`config.mk`:
```
export PLATFORM = sky130hd
export DESIGN_NAME = frame_buffer_reader
export DESIGN_NICKNAME = d
export VERILOG_FILES = /design/src/rtl/frame_buffer_reader.sv
export SDC_FILE = /design/constraint.sdc
export NUM_CORES = 1
export LEC_CHECK = 0
export BUFFER_PORTS_ARGS = -buffer_cell sky130_fd_sc_hd__buf_2
export CELL_PAD_IN_SITES_DETAIL_PLACEMENT = 1
export CELL_PAD_IN_SITES_GLOBAL_PLACEMENT = 1
export CORE_AREA = 2 2 93 95
export CTS_CLUSTER_DIAMETER = 120
export CTS_CLUSTER_SIZE = 40
export DETAILED_ROUTE_END_ITERATION = 16
export DIE_AREA = 0 0 95 97
export PLACE_DENSITY_LB_ADDON = 0.1
export SYNTH_ARGS = -nofsm -noshare
export SYNTH_HDL_FRONTEND = slang
export SYNTH_SLANG_ARGS = --single-unit
```
`constraint.sdc`:
```
create_clock -name clk -period 2.45 [get_ports clk]
set_input_delay 0.245 -clock clk [delete_from_list [all_inputs] [get_ports clk]]
set_output_delay 0.245 -clock clk [all_outputs]
set_load 0.005 [all_outputs]
```
`src/rtl/frame_buffer_reader.sv`:
```
// VGA read master for the RGB565 frame buffer: 640x480@60 timing, 2x pixel doubling,
// sync/colour aligned to the one-cycle buffer latency, frame-boundary freeze control.
module frame_buffer_reader #(
    parameter int unsigned H_ACTIVE = 640,
    parameter int unsigned H_FP     = 16,
    parameter int unsigned H_SYNC   = 96,
    parameter int unsigned H_BP     = 48,
    parameter int unsigned V_ACTIVE = 480,
    parameter int unsigned V_FP     = 10,
    parameter int unsigned V_SYNC   = 2,
    parameter int unsigned V_BP     = 33,
    parameter int unsigned SRC_W    = 320,
    parameter int unsigned ADDR_W   = 17
) (
    input  logic              clk,
    input  logic              reset_n,
    input  logic              freeze_req,
    input  logic [15:0]       rData,
    output logic [ADDR_W-1:0] rAddr,
    output logic              oe,
    output logic              frame_stop,
    output logic              frame_tick,
    output logic              h_sync,
    output logic              v_sync,
    output logic              de,
    output logic [3:0]        red,
    output logic [3:0]        green,
    output logic [3:0]        blue
);

    localparam int unsigned H_TOTAL = H_ACTIVE + H_FP + H_SYNC + H_BP;
    localparam int unsigned V_TOTAL = V_ACTIVE + V_FP + V_SYNC + V_BP;

    localparam logic [9:0] H_ACT    = 10'(H_ACTIVE);
    localparam logic [9:0] H_SB     = 10'(H_ACTIVE + H_FP);
    localparam logic [9:0] H_SE     = 10'(H_ACTIVE + H_FP + H_SYNC - 1);
    localparam logic [9:0] H_LAST   = 10'(H_TOTAL - 1);
    localparam logic [9:0] V_ACT    = 10'(V_ACTIVE);
    localparam logic [9:0] V_SB     = 10'(V_ACTIVE + V_FP);
    localparam logic [9:0] V_SE     = 10'(V_ACTIVE + V_FP + V_SYNC - 1);
    localparam logic [9:0] V_LAST   = 10'(V_TOTAL - 1);

    logic [9:0] h_cnt, v_cnt, h_next, v_next;
    logic       active, hs0, vs0;
    logic       de_d1, de_d2, hs_d1, hs_d2, vs_d1, vs_d2;
    logic [ADDR_W-1:0] src_x, src_y, addr_next;

    always_comb begin
        h_next = h_cnt + 10'd1;
        v_next = v_cnt;
        if (h_cnt == H_LAST) begin
            h_next = 10'd0;
            v_next = (v_cnt == V_LAST) ? 10'd0 : v_cnt + 10'd1;
        end
    end

    assign active = (h_cnt < H_ACT) && (v_cnt < V_ACT);
    assign hs0    = !((h_cnt >= H_SB) && (h_cnt <= H_SE));
    assign vs0    = !((v_cnt >= V_SB) && (v_cnt <= V_SE));

    // Halving both counters repeats each source pixel over a 2x2 block of screen pixels.
    assign src_x = ADDR_W'(h_cnt[9:1]);
    assign src_y = ADDR_W'(v_cnt[9:1]);

    if (SRC_W == 320) begin : g_shift_addr
        assign addr_next = (src_y << 8) + (src_y << 6) + src_x;
    end else begin : g_mul_addr
        assign addr_next = src_y * ADDR_W'(SRC_W) + src_x;
    end

    // Bits dropped by the RGB565 to RGB444 truncation.
    logic unused_rdata;
    assign unused_rdata = ^{rData[11], rData[6:5], rData[0]};

    always_ff @(posedge clk or negedge reset_n) begin
        if (!reset_n) begin
            h_cnt      <= '0;
            v_cnt      <= '0;
            rAddr      <= '0;
            oe         <= 1'b0;
            frame_stop <= 1'b0;
            frame_tick <= 1'b0;
            de_d1      <= 1'b0;
            de_d2      <= 1'b0;
            hs_d1      <= 1'b1;
            hs_d2      <= 1'b1;
            vs_d1      <= 1'b1;
            vs_d2      <= 1'b1;
            de         <= 1'b0;
            h_sync     <= 1'b1;
            v_sync     <= 1'b1;
            red        <= '0;
            green      <= '0;
            blue       <= '0;
        end else begin
            h_cnt <= h_next;
            v_cnt <= v_next;

            oe <= active;
            if (active) begin
                rAddr <= addr_next;
            end

            // Registered from the next count so the pulse coincides with the boundary cycle.
            frame_tick <= (h_next == 10'd0) && (v_next == V_ACT);
            if ((h_cnt == 10'd0) && (v_cnt == V_ACT)) begin
                frame_stop <= freeze_req;
            end

            de_d1  <= active;
            hs_d1  <= hs0;
            vs_d1  <= vs0;
            de_d2  <= de_d1;
            hs_d2  <= hs_d1;
            vs_d2  <= vs_d1;
            de     <= de_d2;
            h_sync <= hs_d2;
            v_sync <= vs_d2;
            red    <= de_d2 ? rData[15:12] : 4'd0;
            green  <= de_d2 ? rData[10:7]  : 4'd0;
            blue   <= de_d2 ? rData[4:1]   : 4'd0;
        end
    end

endmodule

```
# After elaboration in Yosys (flattened, before gate mapping)
# Index checks and enable logic that the tools add are counted.
# Widths: inputs -> output; s select.
word_totals:
  ff_bits: 60
  out_inout_bits: 35
classes:
  mux: 6
  eq_ne: 4
  n_lt_le_gt_ge: 6
  n_reduce_logical: 9
  n_addsub: 4
op_table:
  columns: ["op", "count"]
  rows:
  - ["$mux 10", 3]
  - ["$add 10x1->10 const B", 2]
  - ["$eq 10x10->1 const B", 2]
  - ["$eq 10x9->1 const B", 2]
  - ["$logic_not 10->1", 2]
  - ["$add 17x15->17", 1]
  - ["$add 17x9->17", 1]
  - ["$mux 4", 3]
  - ["$ge 10x10->1 const B", 1]
  - ["$ge 10x9->1 const B", 1]
  - ["$le 10x10->1 const B", 1]
  - ["$le 10x9->1 const B", 1]
  - ["$lt 10x10->1 const B", 1]
  - ["$lt 10x9->1 const B", 1]
  - ["$logic_and 1x1->1", 5]
  - ["$logic_not 1->1", 2]

# Depth between registers and ports, before layout
# Gate-level depths: netlist of run 1.
logic_depth:
  depth_word: 5
  mapped_depth: 11
  mapped_depth_nobuf: 10

# Least setup slack after synthesis of run 1
# No wires, ideal clock.
synth_path:
  path_kind: "register -> register"
  start: "reg v_cnt[3]"
  end: "reg rAddr[16]"
  arrival_time_ns: 2.487
  synth_period_minus_slack_ns: 2.616
  setup_slack_ns: -0.166
  path_stages_with_launch: 12
  setup_time_ns: 0.129
  required_ns: 2.321
  path_cell_list: "dfrtp_1 clkbuf_1 inv_1 fa_1 inv_1 ha_1 a21o_1 a21oi_1 o21a_1 o21ai_0 o211a_1 o41a_1"
synth_via:
  elab_chain_cells: 2
  word_cells_on_any_way: 4
synth_rtl:
  columns: ["item", "line", "text"]
  rows:
  - ["start, declared", "43", "logic [9:0] h_cnt, v_cnt, h_next, v_next;"]
  - ["start signal, assigned", "97", "v_cnt <= v_next;"]
  - ["$add 17x15->17 / $lt 10x9->1 (equally long branches)", "66, 57", null]
  - ["$add 17x9->17 / $logic_and 1x1->1 (equally long branches)", "66, 57", null]
  - ["end signal, assigned", "101", "rAddr <= addr_next;"]
  - ["end, declared", "19", "output logic [ADDR_W-1:0] rAddr,"]
# Parallel ways exist; a longest one is shown, timed or not.
# A chain may end at the register's enable or synchronous reset.

# Worst setup path after layout of run 1
layout_path:
  start: "reg h_cnt[9]"
  end: "reg rAddr[13]"
layout_via:
  elab_chain_cells: 2
  word_cells_on_any_way: 3
layout_rtl:
  columns: ["item", "line", "text"]
  rows:
  - ["start, declared", "43", null]
  - ["start signal, assigned", "96", "h_cnt <= h_next;"]
  - ["parallel branches: the longest is 2 deep, another holds $add 17x9->17", null, null]
# Several ways; the timed one is not identified.

==> metrics.yaml, run 1 <==
grt_pass1_vias: 2537
path_common_cell: "o21a_1"
fin_crit_ns: 2.46
initial_core_util_pct: 38.1
critPathKind: "reg2reg"
antennaDiodeCount: 0
rsz0062_at_grt: "yes"
setup_viol: 1
p_total_mw: 1.87
numCtsBuffers: 9
violations: "negative setup slack"
tightest_slew_ns: 0.553
finalNonFillerCells: 492
coreArea_mm2: 0.00813
synth_cells: 304
clock-sinks: 60
path_max_fanout: 2
postRouteWirelength_um: 7490
syn_area_mm2: 0.00310
setup_ws_ns: -0.00904
synthAdderAreaFrac_pct: 9.77
synth_mux_area_share_pct: 0.363
p_per_area_mw_per_mm2: 482
clkSlewWorstSetupHoldPaths_ns: 0.08
drive_gt1_share_pct: 32.0
ioPinCount: 54
synth-seq-cells: 60
yosysTopAreaCell: "dfrtp_1"
skew_ns: 0.00780
drtAntennaViolNets: 0
synth-async-reset-ratio_pct: 100
ys_warn_count: 0
dp_hpwl_um: 5600
cts-root-buf: "clkbuf_8"
drv_cap: 0
portBuffers: 49
holdWs_ns: 0.109
crit_arrival_ns: 2.71
htree_num_levels: 3
clk_path_buf_depth: 2
vias: 2455
yosysTopAreaCellShare_pct: 43.6
drt-initial-drc-count: 39
synth_commonest_cells: "dfrtp_1 (54), nand2_1 (40), o21ai_0 (24)"
cts_tree: "done"
synthesis.nets: 346
grt_start_max_net_pins: 40
ys.flop_type: "dfrtp_1"
rows: 33
clk_latency_ns: 0.35
gp_congestion: 0.821
leakagePower_nw: 1.87
synth_xor_area_share_pct: 4.16
grt_pass1_wl_um: 12600
vias_per_cell: 4.99
grt.overflow.total: 0
antenna_found_initial: 0
placed_cells: 472
die_y_um: 97
max_slew_margin_pct: 63.1
slowest_delay_ns: 0.61
nFillCells: 953
yosysMostFrequentCell: "dfrtp_1"
cp_cell_sequence: "inv_2 -> fa_2 -> fa_2 -> nor2b_1 -> o21a_1 -> o21a_1 -> buf_4 -> o21a_1 -> o21a_1 -> o31ai_1"
max-vdd-ir-drop_v: 0.000190
fmax_ghz: 0.407
dieWidth_um: 95
crit_path_end_kind: "flop"
dr.pass1.iters: 4
synth_cell_type_count: 53
syn_area_per_cell_um2: 10.2
die-area_mm2: 0.00922
synth-edff-count: 0
start_kind: "flop"
drv_slew: 0
nNetsFinal: 424
slowest_stage: "fa_2"
status: "finished with violations"
synth_compound_area_share_pct: 12.4
grtUsageTotal_pct: 17.9
synth_area_leaders: "dfrtp_1 (44%), ha_1 (8.5%), dfstp_2 (5.1%)"
period_share_pct: 100
worst_ep_required_time_ns: 2.70
wl_per_cell_um: 15.2
drc_errors: 0
synth_top_family_by_area: "simple AND/OR/NAND/NOR gates"
synth-simple-area-share_pct: 20.3
final_hold_viol_count: 0
hold_class: "in2reg"
area_delta_synth_final_pct: 25.1
ys_seq_area_share_pct: 48.7
-- power breakdown --
| part | switching, mW | total [mW] | internal [mW] | leakage [nW] |
|---|---|---|---|---|
| combinational | 0.0299 | 0.0545 | 0.0247 | 1.04 |
| clock | 0.440 | 0.811 | 0.371 | 0.0860 |
| sequential | 0.00275 | 1.00 | 1.00 | 0.747 |
-- sequential cells by signal, indices dropped and copies added, names as in the netlist, 4 cells and up --
| register | flops |
|---|---|
| red | 4 |
| v_cnt | 10 |
| rAddr | 17 |
| h_cnt | 10 |
| green | 4 |
| blue | 4 |
-- repair_timing --
item	CTS	global route
pin swaps	6	15
setup endpoints to repair	4	5
buffers inserted	1	3
resized for setup	5	10
hold buffers	1	0
endpoints found under the hold margin	21	0
-- routing by layer --
| layer | GRT usage, % | part of all wire [%] |
|---|---|---|
| met1 | 24.5 | 49 |
| met2 | 27.6 | 45 |
| met3 | 3.12 | 3.3 |
| met4 | 7.69 | 2.0 |
| met5 | 0 | 0 |
-- worst paths after layout --
| path | start | end | slack [ns] | depth (start not counted) |
|---|---|---|---|---|
| worst max-delay path | h_cnt[9]$_DFF_PN0_ | rAddr[13]$_DFFE_PN0P_ | -0.009 | 10 |
| worst min-delay path | rData[13] | red[1]$_DFF_PN0_ | 0.11 | 2 |
| worst max register to register | h_cnt[9]$_DFF_PN0_ | rAddr[13]$_DFFE_PN0P_ | -0.009 | 10 |
| worst min register to register | vs_d1$_DFF_PN1_ | vs_d2$_DFF_PN1_ | 0.36 | 0 |
| max in group asynchronous | reset_n | h_sync$_DFF_PN1_ | 1.38 | 3 |
| min in group asynchronous | reset_n | rAddr[14]$_DFFE_PN0P_ | 0.42 | 2 |
-- area by class of cell --
type	instances	area (µm²)	share of cell area, %
clock inverters	7	51.3	1.32
well taps	105	131	3.39
clock buffers	9	124	3.20
flip-flops and latches	60	1510	38.9
multi-input cells	213	1500	38.6
repair buffers	81	500	12.9
inverters	17	63.8	1.65
-- worst max-delay path, delay by kind of cell (launching register included) --
kind	cells	cell delay (ns)
fa+ha+maj	2	0.84
flops	1	0.37
compound gates	5	0.93
simple gates	1	0.05
buf+inv	2	0.20
-- stage by stage --
stage	util [%]	worst slack [ns]	area, µm²	TNS, ns
after floorplan	-	-0.0408	3100	-0.0533
after global routing	47.6	-0.143	3870	-0.473
after global placement	44.7	-0.0112	3630	-0.0112
final	47.6	-0.00904	3870	-0.00904
after CTS	47.1	-0.0224	3830	-0.0442
after detailed placement	44.7	-0.0511	3630	-0.0992
-- layout by cell type (no fill, tap or decap), types with 10 or more instances in the layout --
cell type	netlist	layout
dfrtp_1	54	54
inv_1	16	11
nor3_1	10	10
buf_2	1	49
o21ai_0	24	22
nand3_1	10	10
nand2_1	40	40
buf_4	2	30
ha_1	21	19
and2_1	12	12
nor2_1	13	13
-- cells by family after synthesis --
| kind of cell | after synthesis |
|---|---|
| xor+xnor | 13 |
| compound gates | 60 |
| simple gates | 116 |
| mux | 1 |
| fa+ha+maj | 23 |
| flops | 60 |
| buf+inv | 31 |
Power figures use the tool's default switching activity.
==> inputs of run 2 (changes only) <==
Settings changed: CAP_MARGIN from default to 20, GPL_TIMING_DRIVEN from default to 0, SETUP_SLACK_MARGIN from default to 0.2.
==> run 2 against run 1 <==
Compared with the run above: the flow still finishes with violations (negative setup slack); clock power fell by 1%; register-to-register slack got worse by 0.096 ns; critical path depth unchanged; maximum frequency fell by 3.8%; non-clock buffer count up 3; sequential share of layout area down 0.84 points; design area increased by 2.7%; sequential power is essentially flat; core utilization increased by 1.3 points; clock skew is essentially flat; wire length increased by 5.0%; critical path type unchanged; largest power group unchanged.
==> metrics.yaml, run 2 (same netlist as run 1, synthesis figures left out) <==
die_y_um: 97  # unchanged
final_cell_mix: "buf_2 (49), dfrtp_1 (48), nand2_1 (40)"  # was dfrtp_1 (54), buf_2 (49), nand2_1 (40)
finalInstanceArea_mm2: 0.00398  # was 0.00387 mm²
final_util_pct: 48.9  # was 47.6%
nNetsFinal: 427  # was 424
grt.overflow.total: 0  # unchanged
drtAntennaViolNets: 0  # unchanged
ioPinCount: 54  # unchanged
area_delta_synth_final_pct: 28.5  # was 25.1%
holdWs_ns: 0.116  # was 0.109 ns
critPathKind: "reg2reg"  # unchanged
vias_per_cell: 5.08  # was 4.99
grt_pass1_wl_um: 13000  # was 12600 µm
numCtsBuffers: 9  # unchanged
gp_congestion: 0.831  # was 0.821
fmax_ghz: 0.391  # was 0.407 GHz
dieWidth_um: 95  # unchanged
drv_cap: 0  # unchanged
reg_top3: "rAddr: 17 flops, h_cnt: 10 flops, v_cnt: 10 flops"  # unchanged
cts-root-buf: "clkbuf_8"  # unchanged
rows: 33  # unchanged
initial_core_util_pct: 38.1  # unchanged
setup_ws_ns: -0.105  # was -0.00904 ns
tightest_slew_ns: 0.574  # was 0.553 ns
largest_reg_flops: 17  # unchanged
grtUsageTotal_pct: 18.0  # was 17.9%
drv_slew: 0  # unchanged
antenna_found_initial: 0  # unchanged
rsz0062_at_grt: "yes"  # unchanged
drive_gt1_share_pct: 34.1  # was 32.0%
final_hold_viol_count: 0  # unchanged
wl_per_cell_um: 15.9  # was 15.2 µm
dpl_cell_area_mm2: 0.00351  # was 0.00363 mm²
hold_class: "in2reg"  # unchanged
crit_arrival_ns: 2.83  # was 2.71 ns
final_common_cell: "buf_2"  # was dfrtp_1
path_max_fanout: 2  # unchanged
start_kind: "flop"  # unchanged
setup_viol: 3  # was 1
status: "finished with violations"  # unchanged
clk_latency_ns: 0.34  # was 0.35 ns
drc_errors: 0  # unchanged
cts_tree: "done"  # unchanged
clkSlewWorstSetupHoldPaths_ns: 0.07  # was 0.08 ns
clk_path_buf_depth: 2  # unchanged
max-vdd-ir-drop_v: 0.000285  # was 0.000190 V
fin_crit_ns: 2.56  # was 2.46 ns
clock-sinks: 60  # unchanged
vias: 2515  # was 2455
place_ws_ns: -0.360  # was -0.0511 ns
max_slew_margin_pct: 61.7  # was 63.1%
dp_hpwl_um: 5570  # was 5600 µm
grt_start_max_net_pins: 42  # was 40
portBuffers: 49  # unchanged
htree_num_levels: 3  # unchanged
leakagePower_nw: 1.87  # about the same
crit_path_end_kind: "flop"  # unchanged
worst_ep_required_time_ns: 2.73  # was 2.70 ns
period_share_pct: 104  # was 100%
drt-initial-drc-count: 61  # was 39
dr.pass1.iters: 4  # unchanged
die-area_mm2: 0.00922  # unchanged
skew_ns: 0.00744  # was 0.00780 ns
violations: "negative setup slack"  # unchanged
p_total_mw: 1.86  # was 1.87 mW
largest-register: "rAddr"  # unchanged
coreArea_mm2: 0.00813  # unchanged
grt_pass1_vias: 2591  # was 2537
antennaDiodeCount: 0  # unchanged
p_per_area_mw_per_mm2: 467  # was 482 mW/mm²
postRouteWirelength_um: 7870  # was 7490 µm
[run 2: changes by cell type in the layout (fill, tap and decap cells not counted), moves of 2 or more]
cell	change
buf_4	-10
buf_6	+2
clkbuf_1	+5
clkbuf_2	+4
clkinv_4	+2
dfrtp_1	-6
dfrtp_2	+6
ha_1	-2
ha_4	+2
inv_2	-2
o21ai_1	+2
[run 2: path summary, 6_finish.rpt]
path,from,to,slack (ns),depth (start not counted)
max reg2reg,v_cnt[3]$_DFF_PN0_,rAddr[15]$_DFFE_PN0P_,-0.11,10
min in group asynchronous,reset_n,rAddr[14]$_DFFE_PN0P_,0.40,2
max in group asynchronous,reset_n,hs_d1$_DFF_PN1_,1.40,3
min,rData[10],green[3]$_DFF_PN0_,0.12,2
min reg2reg,vs_d1$_DFF_PN1_,vs_d2$_DFF_PN1_,0.35,0
max,v_cnt[3]$_DFF_PN0_,rAddr[15]$_DFFE_PN0P_,-0.11,10
[run 2: through the flow]
step	TNS, ns	instances
after floorplan	0	304
after global placement	-1.67	458
after detailed placement	-1.77	459
after CTS	-0.286	485
after global routing	-0.921	495
final	-0.231	495
[run 2: layer usage]
layer,up-vias,track usage [%],wire length [µm]
met4,0,5.69,79
li1,1222,-,-
met3,6,3.58,289
met2,50,28.8,3860
met1,1237,24.6,3640
met5,-,0,0
[run 2: critical path, stage by stage, from the launching register on]
cell and delay (ns):
dfrtp_1 0.39, clkbuf_8 0.15, inv_4 0.05, fa_2 0.46, fa_2 0.38, nor2b_2 0.13
o21a_1 0.16, o21a_1 0.13, o211ai_1 0.12, a2111oi_2 0.36, nand3b_1 0.16
[run 2: what timing repair did]
item                                   CTS  global route
endpoints found under the hold margin   19             0
setup endpoints to repair               14            16
hold buffers                             1             0
pin swaps                               10             9
setup buffers                            9            10
resized for setup                       21            17
[run 2: layout make-up]
cell class                 count  area, µm²
inverter                      17       66.3
timing repair buffer          70        422
clock buffer                   9        124
fill                         948       4150
multi-input combinational    213       1570
tap                          105        131
clock inverter                 7       52.6
sequential                    60       1520
buffer                        14       93.8
[run 2: where the power goes]
group | internal (mW) | switching, mW
Combinational | 0.0246 | 0.0301
Sequential | 1.00 | 0.00284
Clock | 0.371 | 0.430
Total | 1.40 | 0.463
==> inputs of run 3 (changes only) <==
--- a/config.mk
+++ b/config.mk
@@ -19,2 +19,3 @@
 export SETUP_SLACK_MARGIN = 0.2
+export SKIP_LAST_GASP = 1
 export SYNTH_ARGS = -nofsm -noshare
==> constraint.sdc (replaced) <==
create_clock -name clk -period 2.45 [get_ports clk]
set_input_delay 0.49 -clock clk [delete_from_list [all_inputs] [get_ports clk]]
set_output_delay 0.49 -clock clk [all_outputs]
set_load 0.005 [all_outputs]
==> run 3 against run 2 <==
Compared with the run above: the flow still finishes with violations (negative setup slack); global-route usage about the same; combinational power down 2%; register-to-register slack is essentially flat; critical path depth unchanged; wire length is 4.3% higher; count of clock-buffer cells in the layout did not move; clock skew hardly changed; clock power barely moved; worst hold slack lost 0.0057 ns; sequential power about the same; maximum frequency barely moved; sequential share of layout area down 0.90 points.
==> metrics.yaml, run 3 (same netlist as run 1, synthesis figures left out) <==
status: "finished with violations"  # unchanged
violations: "negative setup slack"  # unchanged
largest_reg_flops: 17  # unchanged
postRouteWirelength_um: 8210  # was 7870 µm
gp_congestion: 0.831  # unchanged
dpl_cell_area_mm2: 0.00351  # unchanged
r2r_start: "v_cnt[3]$_DFF_PN0_"  # unchanged
postCtsHoldBufs: 0  # was 1
dr.pass1.iters: 4  # unchanged
grt_pass1_vias: 2590  # was 2591
ff2ff_path_depth: 10  # unchanged
drive_gt1_share_pct: 36.6  # was 34.1%
nFillCells: 947  # was 948
wl_per_cell_um: 16.3  # was 15.9 µm
nNetsFinal: 436  # was 427
setup_ws_ns: -0.106  # was -0.105 ns
die-area_mm2: 0.00922  # unchanged
tightest_slew_ns: 0.512  # was 0.574 ns
vias: 2578  # was 2515
p_per_area_mw_per_mm2: 457  # was 467 mW/mm²
drc_errors: 0  # unchanged
critPathKind: "reg2reg"  # unchanged
finalInstanceArea_mm2: 0.00407  # was 0.00398 mm²
grt.overflow.total: 0  # unchanged
drt-initial-drc-count: 83  # was 61
max_slew_margin_pct: 65.9  # was 61.7%
final_cell_mix: "buf_2 (50), dfrtp_1 (49), nand2_1 (40)"  # was buf_2 (49), dfrtp_1 (48), nand2_1 (40)
clkSlewWorstSetupHoldPaths_ns: 0.07  # about the same
holdWs_ns: 0.110  # was 0.116 ns
p_total_mw: 1.86  # about the same
path_max_fanout: 2  # unchanged
place_ws_ns: -0.360  # unchanged
period_share_pct: 104  # about the same
area_delta_synth_final_pct: 31.5  # was 28.5%
drv_cap: 0  # unchanged
grtUsageTotal_pct: 18.0  # about the same
antennaDiodeCount: 0  # unchanged
r2r_slack_ns: -0.11  # about the same
final_util_pct: 50.1  # was 48.9%
crit_path_start: "v_cnt[3]$_DFF_PN0_"  # unchanged
skew_ns: 0.00726  # was 0.00744 ns
largest-register: "rAddr"  # unchanged
finalNonFillerCells: 504  # was 495
htree_num_levels: 3  # unchanged
vias_per_cell: 5.12  # was 5.08
reg_top3: "rAddr: 17 flops, h_cnt: 10 flops, v_cnt: 10 flops"  # unchanged
crit_path_end_kind: "flop"  # unchanged
setup_viol: 3  # unchanged
start_kind: "flop"  # unchanged
fmax_ghz: 0.391  # about the same
rows: 33  # unchanged
drtAntennaViolNets: 0  # unchanged
ioPinCount: 54  # unchanged
drv_slew: 0  # unchanged
placed_cells: 459  # unchanged
die_y_um: 97  # unchanged
antenna_found_initial: 0  # unchanged
clock-sinks: 60  # unchanged
cts-root-buf: "clkbuf_8"  # unchanged
coreArea_mm2: 0.00813  # unchanged
leakagePower_nw: 1.94  # was 1.87 nW
grt_start_max_net_pins: 42  # unchanged
fin_crit_ns: 2.56  # about the same
worst_ep_required_time_ns: 2.73  # about the same
max-vdd-ir-drop_v: 0.000263  # was 0.000285 V
clk_path_buf_depth: 2  # unchanged
initial_core_util_pct: 38.1  # unchanged
cts_tree: "done"  # unchanged
hold_class: "in2async"  # was in2reg
final_hold_viol_count: 0  # unchanged
dieWidth_um: 95  # unchanged
numCtsBuffers: 9  # unchanged
portBuffers: 49  # unchanged
totalNegativeSetupSlack_ns: -0.233  # was -0.231 ns
grt_pass1_wl_um: 13000  # unchanged
crit_arrival_ns: 2.83  # about the same
clk_latency_ns: 0.34  # about the same
dp_hpwl_um: 5570  # unchanged
final_common_cell: "buf_2"  # unchanged
rr_endpoint: "rAddr[15]$_DFFE_PN0P_"  # unchanged
rsz0062_at_grt: "yes"  # unchanged
run 3: cell count changes in the layout (fill, tap and decap cells not counted), sizes merged:
cell / before / now
buf: 73 / 83
dlygate4sd3: 1 / 0
run 3: how the worst max path moves through the flow:
stage               cells after the start                    end  slack, ns
floorplan                              10  rAddr[16]$_DFFE_PN0P_      0.009
global placement                        8   frame_tick$_DFF_PN0_      -0.38
detailed placement                      8   frame_tick$_DFF_PN0_      -0.36
CTS                                    10  rAddr[15]$_DFFE_PN0P_      -0.11
global route                           10  rAddr[15]$_DFFE_PN0P_      -0.32
finish                                 10  rAddr[15]$_DFFE_PN0P_      -0.11
run 3: cell type report:
class | instances | area [µm²] | area share (%)
Buffer | 14 | 97.6 | 2.40
Clock inverter | 7 | 52.6 | 1.29
Sequential cell | 60 | 1520 | 37.2
Multi-Input combinational cell | 213 | 1580 | 38.8
Clock buffer | 9 | 124 | 3.04
Inverter | 17 | 66.3 | 1.63
Timing Repair Buffer | 79 | 504 | 12.4
Tap cell | 105 | 131 | 3.23
run 3: layer usage:
| metal | vias up | share of wire, % | GRT usage [%] |
|---|---|---|---|
| met5 | - | 0 | 0 |
| met2 | 53 | 49 | 28.7 |
| met3 | 10 | 4.1 | 3.58 |
| met4 | 0 | 1.3 | 5.69 |
| met1 | 1275 | 45 | 24.6 |
| li1 | 1240 | - | - |
run 3: worst max-delay path: stages (launching register included):
cell       delay, ns
dfrtp_1         0.39
clkbuf_8        0.15
inv_4           0.05
fa_2            0.46
fa_2            0.38
nor2b_2         0.13
o21a_1          0.16
o21a_1          0.13
o211ai_1        0.12
a2111oi_2       0.36
nand3b_1        0.16
run 3: power by group:
group / internal [mW] / switching (mW) / leakage, nW / total, mW
registers: 1.00 / 0.00285 / 0.740 / 1.00
clock network: 0.371 / 0.433 / 0.0896 / 0.804
logic: 0.0236 / 0.0299 / 1.11 / 0.0536
total: 1.40 / 0.465 / 1.94 / 1.86
run 3: repair_timing:
| item | CTS | global route |
|---|---|---|
| gates cloned | 0 | 1 |
| pin swaps | 9 | 14 |
| gates resized for setup | 12 | 37 |
| buffers inserted | 9 | 19 |
| endpoints found under the setup margin | 14 | 21 |
